**src/rtl/aes_pkg.sv**
```systemverilog
// Shared AES constants and the owner encoding used by the S-box arbiter.
package aes_pkg;

    localparam int BYTE_WIDTH      = 8;
    localparam int FOUR_BYTE_WIDTH = 32;
    localparam int S_BOX_SIZE      = 256;

    localparam logic OWNER_KE = 1'b0;
    localparam logic OWNER_DP = 1'b1;

endpackage

```
**src/rtl/s_box_arbiter_pkg.sv**
```systemverilog
// Arbiter-local types: owner enum built on the shared AES owner encoding.
package s_box_arbiter_pkg;

    import aes_pkg::*;

    typedef enum logic {
        OWN_KE = OWNER_KE,
        OWN_DP = OWNER_DP
    } owner_e;

    function automatic owner_e other_owner(input owner_e o);
        return (o == OWN_KE) ? OWN_DP : OWN_KE;
    endfunction

endpackage

```
**src/rtl/s_box_arbiter_if.sv**
```systemverilog
// Requester-side handshake bundle for the S-box arbiter (KE and DP channels).
interface s_box_arbiter_if #(
    parameter int WORD_W = aes_pkg::FOUR_BYTE_WIDTH
);

    logic              ke_req_i;
    logic [WORD_W-1:0] ke_word_i;
    logic              ke_gnt_o;
    logic              ke_valid_o;
    logic [WORD_W-1:0] ke_word_o;

    logic              dp_req_i;
    logic [WORD_W-1:0] dp_word_i;
    logic              dp_gnt_o;
    logic              dp_valid_o;
    logic [WORD_W-1:0] dp_word_o;

    modport master (
        output ke_req_i, ke_word_i, dp_req_i, dp_word_i,
        input  ke_gnt_o, ke_valid_o, ke_word_o, dp_gnt_o, dp_valid_o, dp_word_o
    );

    modport slave (
        input  ke_req_i, ke_word_i, dp_req_i, dp_word_i,
        output ke_gnt_o, ke_valid_o, ke_word_o, dp_gnt_o, dp_valid_o, dp_word_o
    );

endinterface

```
**src/rtl/s_box_arb_pick.sv**
```systemverilog
// Combinational winner selection between the KE and DP requesters.
module s_box_arb_pick
    import s_box_arbiter_pkg::*;
(
    input  logic   ke_elig,
    input  logic   dp_elig,
    input  logic   ke_first,
    input  logic   rr_en,
    input  owner_e rr_ptr,
    output owner_e win,
    output logic   win_v
);

    owner_e pref;

    always_comb begin
        pref  = rr_en ? rr_ptr : (ke_first ? OWN_KE : OWN_DP);
        win_v = ke_elig | dp_elig;
        win   = OWN_KE;
        if (ke_elig && dp_elig) begin
            win = pref;
        end else if (dp_elig) begin
            win = OWN_DP;
        end
    end

endmodule

```
**src/rtl/s_box_arbiter.sv**
```systemverilog
// Shares one S_box_memory between key expansion and the round datapath.
// Build option SBOX_ARB_RR_EN: round-robin tie-break instead of fixed KE_FIRST priority.
module s_box_arbiter
    import aes_pkg::*;
    import s_box_arbiter_pkg::*;
#(
    parameter int WORD_W   = FOUR_BYTE_WIDTH,
    parameter bit KE_FIRST = 1'b1
) (
    input  logic              clk_i,
    input  logic              rst_n_i,
    s_box_arbiter_if.slave    bus,
    output logic [WORD_W-1:0] sbox_word_o,
    input  logic [WORD_W-1:0] sbox_word_i,
    output logic              busy_o
);

    logic   ke_elig;
    logic   dp_elig;
    logic   win_v;
    logic   rr_en;
    owner_e win;
    owner_e rr_ptr;
    owner_e owner_q;
    logic   issue_v_q;

    // A requester in its grant cycle is already updating its word, so it sits out.
    assign ke_elig = bus.ke_req_i & ~bus.ke_gnt_o;
    assign dp_elig = bus.dp_req_i & ~bus.dp_gnt_o;
    assign busy_o  = issue_v_q;

    s_box_arb_pick u_pick (
        .ke_elig  (ke_elig),
        .dp_elig  (dp_elig),
        .ke_first (KE_FIRST),
        .rr_en    (rr_en),
        .rr_ptr   (rr_ptr),
        .win      (win),
        .win_v    (win_v)
    );

`ifdef SBOX_ARB_RR_EN
    assign rr_en = 1'b1;

    always_ff @(posedge clk_i) begin
        if (!rst_n_i) begin
            rr_ptr <= OWN_KE;
        end else if (win_v) begin
            rr_ptr <= other_owner(win);
        end
    end
`else
    assign rr_en  = 1'b0;
    assign rr_ptr = OWN_KE;
`endif

    always_ff @(posedge clk_i) begin
        if (!rst_n_i) begin
            issue_v_q      <= 1'b0;
            owner_q        <= OWN_KE;
            sbox_word_o    <= '0;
            bus.ke_gnt_o   <= 1'b0;
            bus.dp_gnt_o   <= 1'b0;
            bus.ke_valid_o <= 1'b0;
            bus.dp_valid_o <= 1'b0;
            bus.ke_word_o  <= '0;
            bus.dp_word_o  <= '0;
        end else begin
            issue_v_q    <= win_v;
            bus.ke_gnt_o <= win_v && (win == OWN_KE);
            bus.dp_gnt_o <= win_v && (win == OWN_DP);
            if (win_v) begin
                owner_q     <= win;
                sbox_word_o <= (win == OWN_KE) ? bus.ke_word_i : bus.dp_word_i;
            end

            // Memory output is settled here: it sampled sbox_word_o on the falling edge.
            bus.ke_valid_o <= issue_v_q && (owner_q == OWN_KE);
            bus.dp_valid_o <= issue_v_q && (owner_q == OWN_DP);
            if (issue_v_q && (owner_q == OWN_KE)) bus.ke_word_o <= sbox_word_i;
            if (issue_v_q && (owner_q == OWN_DP)) bus.dp_word_o <= sbox_word_i;
        end
    end

endmodule

```
**src/flat_wrapper.sv**
```systemverilog
// flat-port wrapper written by rule: the top's interface ports become plain ports
module s_box_arbiter_flat import aes_pkg::*; import s_box_arbiter_pkg::*;
#(
    parameter int WORD_W   = FOUR_BYTE_WIDTH,
    parameter bit KE_FIRST = 1'b1
)
  (clk_i, rst_n_i, sbox_word_o, sbox_word_i, busy_o, bus_ke_req_i, bus_ke_word_i, bus_dp_req_i, bus_dp_word_i, bus_ke_gnt_o, bus_ke_valid_o, bus_ke_word_o, bus_dp_gnt_o, bus_dp_valid_o, bus_dp_word_o);
  s_box_arbiter_if #(.WORD_W(WORD_W)) bus_i ();
  input  logic clk_i;
  input  logic rst_n_i;
  output logic [WORD_W-1:0] sbox_word_o;
  input  logic [WORD_W-1:0] sbox_word_i;
  output logic busy_o;
  input wire logic [$bits(bus_i.ke_req_i)-1:0] bus_ke_req_i;
  input wire logic [$bits(bus_i.ke_word_i)-1:0] bus_ke_word_i;
  input wire logic [$bits(bus_i.dp_req_i)-1:0] bus_dp_req_i;
  input wire logic [$bits(bus_i.dp_word_i)-1:0] bus_dp_word_i;
  output wire logic [$bits(bus_i.ke_gnt_o)-1:0] bus_ke_gnt_o;
  output wire logic [$bits(bus_i.ke_valid_o)-1:0] bus_ke_valid_o;
  output wire logic [$bits(bus_i.ke_word_o)-1:0] bus_ke_word_o;
  output wire logic [$bits(bus_i.dp_gnt_o)-1:0] bus_dp_gnt_o;
  output wire logic [$bits(bus_i.dp_valid_o)-1:0] bus_dp_valid_o;
  output wire logic [$bits(bus_i.dp_word_o)-1:0] bus_dp_word_o;
  assign bus_i.ke_req_i = bus_ke_req_i;
  assign bus_i.ke_word_i = bus_ke_word_i;
  assign bus_i.dp_req_i = bus_dp_req_i;
  assign bus_i.dp_word_i = bus_dp_word_i;
  assign bus_ke_gnt_o = bus_i.ke_gnt_o;
  assign bus_ke_valid_o = bus_i.ke_valid_o;
  assign bus_ke_word_o = bus_i.ke_word_o;
  assign bus_dp_gnt_o = bus_i.dp_gnt_o;
  assign bus_dp_valid_o = bus_i.dp_valid_o;
  assign bus_dp_word_o = bus_i.dp_word_o;
  s_box_arbiter #(.WORD_W(WORD_W), .KE_FIRST(KE_FIRST)) u_core (.clk_i(clk_i), .rst_n_i(rst_n_i), .bus(bus_i), .sbox_word_o(sbox_word_o), .sbox_word_i(sbox_word_i), .busy_o(busy_o));
endmodule
```
**config.mk**
```make
export PLATFORM = sky130hd
export DESIGN_NAME = s_box_arbiter_flat
export DESIGN_NICKNAME = d
export VERILOG_FILES = /design/src/rtl/aes_pkg.sv /design/src/rtl/s_box_arbiter_pkg.sv /design/src/rtl/s_box_arbiter_if.sv /design/src/rtl/s_box_arb_pick.sv /design/src/rtl/s_box_arbiter.sv /design/src/flat_wrapper.sv
export SDC_FILE = /design/constraint.sdc
export NUM_CORES = 1
export LEC_CHECK = 0
export ABC_AREA = 0
export CORE_MARGIN = 2
export CORE_UTILIZATION = 40
export CTS_CLUSTER_DIAMETER = 150
export CTS_CLUSTER_SIZE = 12
export DETAILED_ROUTE_END_ITERATION = 10
export PLACE_DENSITY = 0.8
export SLEW_MARGIN = 10
export SYNTH_ARGS = -nofsm -noshare
export SYNTH_HDL_FRONTEND = slang
export SYNTH_HIERARCHICAL = 1
export SYNTH_SLANG_ARGS = --single-unit
```
**constraint.sdc**
```tcl
create_clock -name clk_i -period 1.7 [get_ports clk_i]
set_clock_uncertainty 0.1 [all_clocks]
set_input_delay 0.425 -clock clk_i [delete_from_list [all_inputs] [get_ports clk_i]]
set_output_delay 0.425 -clock clk_i [all_outputs]
set_load 0.02 [all_outputs]
```
==> results of run 1 <==
flip-flops by register name, indices dropped and copies added (netlist names):
| name | count |
|---|---|
| u_core/bus.dp_word_o | 32 |
| u_core/bus.ke_word_o | 32 |
| u_core/sbox_word_o | 32 |
| u_core/bus.dp_gnt_o | 1 |
| u_core/bus.dp_valid_o | 1 |
| u_core/bus.ke_gnt_o | 1 |
| u_core/bus.ke_valid_o | 1 |
| u_core/busy_o | 1 |
| u_core/owner_q | 1 |
layout make-up:
class,count,area [µm²],area share (%)
Clock buffer,10,128,2.03
Clock inverter,6,53.8,0.856
Inverter,1,3.75,0.0597
Multi-Input combinational cell,309,1760,28.0
Sequential cell,102,2040,32.5
Tap cell,133,166,2.65
Timing Repair Buffer,216,2130,34.0
tightest hold or removal path, cell delays in order (launching register included):
cell	delay, ns
dfxtp_1	0.32
nand2_1	0.05
a21boi_1	0.05
path summary, 6_finish.rpt:
kind	end	startpoint	slack [ns]
min	u_core/bus.ke_word_o[8]	u_core/bus.ke_word_o[8]	0.35
max	bus_dp_gnt_o	u_core/bus.dp_gnt_o	0.06
max reg2reg	u_core/sbox_word_o[12]	u_core/bus.dp_gnt_o	0.14
min reg2reg	u_core/bus.ke_word_o[8]	u_core/bus.ke_word_o[8]	0.35
per-layer routing:
layer / wire [µm] / vias to the layer above
li1: - / 1865
met1: 4750 / 1709
met2: 5700 / 162
met3: 835 / 18
met4: 191 / 0
met5: 0 / -
repair_timing:
item	CTS	global route
endpoints found under the setup margin	127	3
gates cloned	2	0
resized for setup	108	3
buffers inserted	1	0
kinds of logic (layout without fill, tap and decap cells):
kind of cell	count (synthesis)	in the layout	share of synthesized area (%)
compound gates	129	129	20.2
mux	33	33	8.27
flops	102	102	51.1
buf+inv	37	233	5.83
other cells	2	4	0.188
simple gates	143	143	14.4
power by group:
part	internal (mW)	leakage [nW]	total [mW]	switching [mW]
combinational	0.595	1.87	1.19	0.599
sequential	2.55	0.837	2.62	0.0757
clock	0.560	0.0894	1.43	0.869
total	3.70	2.79	5.24	1.54
through the flow:
step                      total power [mW]  setup TNS [ns]
after CTS                             5.29               0
after global placement                3.91          -11.94
final                                 5.24               0
after global routing                  5.51               0
after floorplan                       3.27               0
after detailed placement              3.94          -13.84
placed cells by master (no fill, tap or decap), drive strengths merged:
| cell type | count |
|---|---|
| clkbuf | 11 |
| bufbuf | 1 |
| and2 | 3 |
| inv | 4 |
| or2b | 1 |
| nand2 | 130 |
| a31oi | 1 |
| a21boi | 64 |
| dlygate4sd2 | 101 |
| a21oi | 32 |
| clkdlybuf4s50 | 97 |
| clkinvlp | 1 |
| nor2b | 5 |
| conb | 4 |
| and3 | 2 |
| buf | 16 |
| or2 | 2 |
| mux2i | 33 |
| o21ai | 32 |
| dfxtp | 102 |
| clkinv | 2 |
cell usage after synthesis, types with 3 or more instances:
library cell    n
a21boi_0        5
a21boi_1       59
a21oi_1        32
and2_1          3
buf_2           9
buf_4           6
buf_6           8
clkbuf_1       13
dfxtp_1       102
mux2i_1        33
nand2_1       130
nor2b_1         5
o21ai_0        32
==> flow_metrics.tcl, run 1 <==
set metrics [dict create \
    vias 3754 \
    grt_pass1_wl_um 18200 \
    clk_path_buf_depth 2 \
    required_ns 1.17 \
    grt_max_degree 47 \
    root_buffer "clkbuf_8" \
    yosys.area.top_type "dfxtp_1" \
    fp-row-count 36 \
    max_stage_delay_ns 0.41 \
    placement.io_buffers 200 \
    antenna_cells 0 \
    drt_iter0_drc 82 \
    holdBufCountCts 0 \
    grt.total_usage_pct 20.8 \
    ys_warn_count 6 \
    top_usage_layer "met2" \
    post-route-period-util_pct 96.6 \
    avgSynthCellArea_um2 8.95 \
    finalWirelength_um 11500 \
    final_core_util_pct 64.6 \
    synth-edff-count 0 \
    clock_latency_ns 0.35 \
    crit_arrival_ns 1.12 \
    die_area_um2 10800 \
    cp_slowest_cell "dfxtp_1" \
    hold_viol 0 \
    setup_violations 0 \
    pre_cts_slack_ns -0.450 \
    ys_top_cells_by_area "dfxtp_1 (51%), nand2_1 (12%), a21boi_1 (11%)" \
    first_pass_iters 4 \
    path_buf_inv 1 \
    grtUsageMet1_pct 23.5 \
    via_per_inst 4.83 \
    die_w_um 104 \
    startpoint_type "register" \
    yosysSeqAreaShare_pct 51.1 \
    drive_above_1_share_pct 6.21 \
    drt.antenna.violating_nets 0 \
    ir_drop_mv 0.427 \
    htree_levels 3 \
    ys_async_sr_fraction_pct 0 \
    design_area_um2 6290 \
    rsz0062_at_grt "false" \
    cts_tree "done" \
    core_area_um2 9730 \
    start_util_pct 41.0 \
    cp_top_family "flip-flops" \
    drc 0 \
    first_global_vias 3738 \
    die_h_um 104 \
    path_cells "dlygate4sd2_1" \
    grt-ovfl-total 0 \
    cp_num_cells 1 \
    cts.sinks 102 \
    hold_slack_ns 0.354 \
    crit_path_end_kind "output port" \
    setup_ws_ns 0.0571 \
    clk_transition_reported_paths_ns 0.10 \
    use_met3_pct 6.08 \
    syn_area_um2 3990 \
    slew_violations 0 \
    cts_buffers 9 \
    dpl.hpwl_um 8300 \
    antenna_found_initial 0 \
    synth_top_area_share_pct 51.1 \
    hold_class "reg -> reg" \
    area_growth_pct 57.4 \
    ys_ff_latch 102 \
    synthDistinctLibCells 20 \
    holdPathStages 2 \
    crit_type "reg -> out" \
    fin_crit_ns 1.64 \
    reg2reg_depth 6 \
    fillers 885 \
    placed_cell_area_um2 6150 \
    cap_violations 0 \
    fmax_mhz 609 \
    dp.cells 758 \
    fin_nets 739 \
    gp_congestion 0.778 \
    leakagePower_nw 2.79 \
    synthFlopType "dfxtp_1" \
    cellPowerDensity_nw_per_um2 834 \
    synth_cells 446 \
    cp_max_fo 2 \
    status "finished clean" \
    met2_usage_pct 37.5 \
    io_pins 201 \
    instances_no_fill 777 \
    post_drt_wl_per_cell_um 14.8 \
]
No activity file was read; power rests on OpenSTA's default activity.
==> run 2, diff against run 1 <==
SKIP_LAST_GASP = 1   (was not set)
==> flow_metrics.tcl, run 2 (synthesis results as in run 1) <==
set metrics [dict create \
    status "finished clean" \
    cp_max_fo 37 \
    gp_congestion 0.778 \
    area_growth_pct 58.0 \
    final_cell_mix "nand2_1 (130), dfxtp_1 (102), dlygate4sd2_1 (100), clkdlybuf4s50_1 (97), a21boi_1 (59)" \
    ir_drop_mv 0.433 \
    post-route-period-util_pct 96.9 \
    required_ns 1.85 \
    die_w_um 104 \
    hold_class "reg -> reg" \
    fillers 883 \
    rr_startpoint "u_core/bus.dp_gnt_o" \
    htree_levels 3 \
    drc 0 \
    placement.io_buffers 200 \
    grt_max_degree 47 \
    hold_viol 0 \
    path_cells "clkdlybuf4s50_1, nor2b_4, or2_2, buf_12, o21ai_0, a21oi_1" \
    grt_pass1_wl_um 18200 \
    vias 3785 \
    holdPathStages 2 \
    drt_iter0_drc 96 \
    rsz0062_at_grt "false" \
    max_stage_delay_ns 0.40 \
    cts_buffers 9 \
    fmax_mhz 607 \
    reg2reg_depth 5 \
    core_area_um2 9730 \
    crit_type "in -> reg" \
    start_util_pct 41.0 \
    setup_violations 0 \
    via_per_inst 4.87 \
    hold_slack_ns 0.354 \
    slew_violations 0 \
    clk_transition_reported_paths_ns 0.10 \
    clk_path_buf_depth 2 \
    post_drt_wl_per_cell_um 14.7 \
    grt-ovfl-total 0 \
    die_area_um2 10800 \
    fin_crit_ns 1.65 \
    dpl.hpwl_um 8300 \
    drive_above_1_share_pct 6.82 \
    clock_latency_ns 0.35 \
    setup_ws_ns 0.0534 \
    cts.sinks 102 \
    reg_top3 "u_core/bus.dp_word_o x32, u_core/bus.ke_word_o x32, u_core/sbox_word_o x32" \
    grt.total_usage_pct 20.8 \
    cp_slowest_cell "clkdlybuf4s50_1" \
    die_h_um 104 \
    cap_violations 0 \
    io_pins 201 \
    root_buffer "clkbuf_8" \
    fp-row-count 36 \
    final_common_cell "nand2_1" \
    drt.antenna.violating_nets 0 \
    fin_nets 740 \
    cellPowerDensity_nw_per_um2 833 \
    leakagePower_nw 2.80 \
    crit_path_end_kind "register" \
    hold_start "u_core/bus.ke_word_o[4]" \
    pre_cts_slack_ns -0.450 \
    startpoint_type "input port" \
    first_global_vias 3738 \
    antenna_cells 0 \
    finalWirelength_um 11500 \
    crit_arrival_ns 1.80 \
    cts_tree "done" \
    antenna_found_initial 0 \
    first_pass_iters 4 \
    crit_start "bus_ke_req_i" \
]
## run 2: routing by layer
| metal | GRT usage (%) | wire, µm | share of wire, % | vias to the layer above |
|---|---|---|---|---|
| met2 | 37.5 | 5710 | 50 | 169 |
| met5 | 0 | 0 | 0 | - |
| met4 | 6.47 | 191 | 1.7 | 0 |
| met3 | 6.08 | 848 | 7.4 | 18 |
| met1 | 23.5 | 4710 | 41 | 1732 |
| li1 | - | - | - | 1866 |
## run 2: power by group
part	leakage (nW)	total, mW	switching (mW)	internal (mW)
clock network	0.0894	1.43	0.869	0.560
logic	1.88	1.20	0.604	0.599
registers	0.837	2.62	0.0758	2.55
total	2.80	5.25	1.55	3.70
## run 2: worst paths after layout
path	endpoint	slack [ns]
worst max-delay path	u_core/sbox_word_o[13]	0.05
worst min-delay path	u_core/bus.ke_word_o[4]	0.35
worst max register to register	u_core/sbox_word_o[13]	0.18
worst min register to register	u_core/bus.ke_word_o[4]	0.35
## run 2: what timing repair did
action                                  CTS  global route
hold buffers                              0             0
setup buffers                             1             1
endpoints found under the setup margin  127            30
gates resized for setup                 107            10
cloned                                    2             0
pin swaps                                 0             1
## run 2: cell type report
class	count	area, µm²	share of cell area (%)
Inverter	1	3.75	0.0595
Tap cell	133	166	2.64
Sequential cell	102	2040	32.4
Multi-Input combinational cell	309	1770	28.1
Clock buffer	10	128	2.02
Timing Repair Buffer	217	2140	34.0
Clock inverter	6	53.8	0.853
## run 2: through the flow
stage	total power [mW]	TNS, ns	cell area (µm²)	utilization (%)	std cells
finish	5.25	0	6310	64.8	778
global placement	3.91	-11.94	6150	63.2	758
detailed placement	3.94	-13.84	6150	63.2	758
CTS	5.30	-0.534	6290	64.6	777
floorplan	3.27	0	4000	-	448
global route	5.51	0	6310	64.8	778
## run 2: critical path, delay by kind of cell
kind,cells,cell delay [ns]
buffers and inverters,2,0.59
AND/OR/NAND/NOR,2,0.48
AO/OA/AOI/OAI,2,0.30
==> run 3, diff against run 2 <==
GPL_TIMING_DRIVEN = 0   (was not set)
==> flow_metrics.tcl, run 3 (synthesis results as in run 1) <==
set metrics [dict create \
    leakagePower_nw 2.83 \
    fin_nets 763 \
    root_buffer "clkbuf_8" \
    first_global_vias 3948 \
    cp_max_fo 7 \
    crit_path_end_kind "register" \
    dpl.hpwl_um 8950 \
    slew_violations 0 \
    final_common_cell "nand2_1" \
    drive_above_1_share_pct 7.78 \
    startpoint_type "input port" \
    clock_latency_ns 0.34 \
    crit_type "in -> reg" \
    required_ns 1.84 \
    status "finished clean" \
    start_util_pct 41.0 \
    drc 0 \
    cts_tree "done" \
    die_h_um 104 \
    core_area_um2 9730 \
    htree_levels 3 \
    fp-row-count 36 \
    first_pass_iters 4 \
    via_per_inst 4.79 \
    area_growth_pct 59.2 \
    post_drt_wl_per_cell_um 14.4 \
    antenna_cells 0 \
    fin_crit_ns 1.68 \
    ir_drop_mv 0.596 \
    finalWirelength_um 11500 \
    drt_iter0_drc 99 \
    cap_violations 0 \
    clk_transition_reported_paths_ns 0.09 \
    post-route-period-util_pct 98.6 \
    cts.sinks 102 \
    hold_viol 0 \
    crit_arrival_ns 1.82 \
    clk_path_buf_depth 2 \
    fmax_mhz 596 \
    grt-ovfl-total 0 \
    placement.io_buffers 199 \
    grt.total_usage_pct 21.5 \
    hold_slack_ns 0.319 \
    final_cell_mix "nand2_1 (130), dfxtp_1 (102), dlygate4sd2_1 (101), clkdlybuf4s50_1 (97), a21boi_1 (59)" \
    cts_buffers 9 \
    drt.antenna.violating_nets 0 \
    die_area_um2 10800 \
    holdBufCountCts 0 \
    io_pins 201 \
    grt_pass1_wl_um 18900 \
    pre_cts_slack_ns -0.554 \
    setup_violations 0 \
    hold_class "in -> reg" \
    grt_max_degree 16 \
    cellPowerDensity_nw_per_um2 833 \
    gp_congestion 0.791 \
    antenna_found_initial 0 \
    die_w_um 104 \
    vias 3838 \
    setup_ws_ns 0.0235 \
    reg_top3 "u_core/bus.dp_word_o x32, u_core/bus.ke_word_o x32, u_core/sbox_word_o x32" \
]
-- run 3: path summary, 6_finish.rpt --
kind | slack [ns] | from | end | cells past startpoint
max | 0.02 | bus_ke_req_i | u_core/bus.dp_gnt_o | 8
min | 0.32 | rst_n_i | u_core/busy_o | 2
max reg2reg | 0.14 | u_core/bus.dp_gnt_o | u_core/sbox_word_o[17] | 7
min reg2reg | 0.35 | u_core/bus.dp_word_o[29] | u_core/bus.dp_word_o[29] | 2
-- run 3: timing repair --
action | 4_1_cts | 5_1_grt
buffers inserted | 3 | 1
gates cloned | 2 | 0
gates resized for setup | 110 | 17
pin swaps | 1 | 3
hold endpoints to repair | 0 | 0
setup endpoints to repair | 129 | 35
-- run 3: area by class of cell --
type	instances	area, µm²
Inverter	1	3.75
Timing Repair Buffer	204	1940
Buffer	36	263
Multi-Input combinational cell	309	1760
Fill cell	879	3370
Clock inverter	4	47.5
Tap cell	133	166
Clock buffer	12	135
Sequential cell	102	2040
-- run 3: worst max-delay path, stage by stage --
cell and delay [ns]:
clkdlybuf4s50_1 0.46, nor2b_4 0.16, a31oi_4 0.10, buf_8 0.16
buf_12 0.13, buf_16 0.12, buf_4 0.13, and3_1 0.13
-- run 3: per-stage QoR --
stage                     setup TNS [ns]  power [mW]  instance area (µm²)  std cells  utilization (%)
after global routing            -0.00112        5.54                 6360        801             65.4
after global placement            -14.62        3.92                 6160        780             63.3
after CTS                        -0.0148        5.34                 6330        801             65.0
final                                  0        5.30                 6360        801             65.4
after detailed placement          -15.70        3.94                 6160        780             63.3
after floorplan                        0        3.27                 4000        448                -
-- run 3: power breakdown --
group	total [mW]	switching (mW)	internal [mW]
Clock	1.46	0.777	0.680
Combinational	1.22	0.617	0.606
Sequential	2.62	0.0731	2.54
-- run 3: metal layers --
metal / global-route usage (%) / share of wire [%] / wire (µm) / up-vias
met5: 0 / 0 / 0 / -
met4: 6.85 / 2.0 / 231 / 0
met3: 7.02 / 7.9 / 914 / 20
met2: 38.4 / 49 / 5670 / 161
met1: 24.0 / 41 / 4720 / 1750
li1: - / - / - / 1907
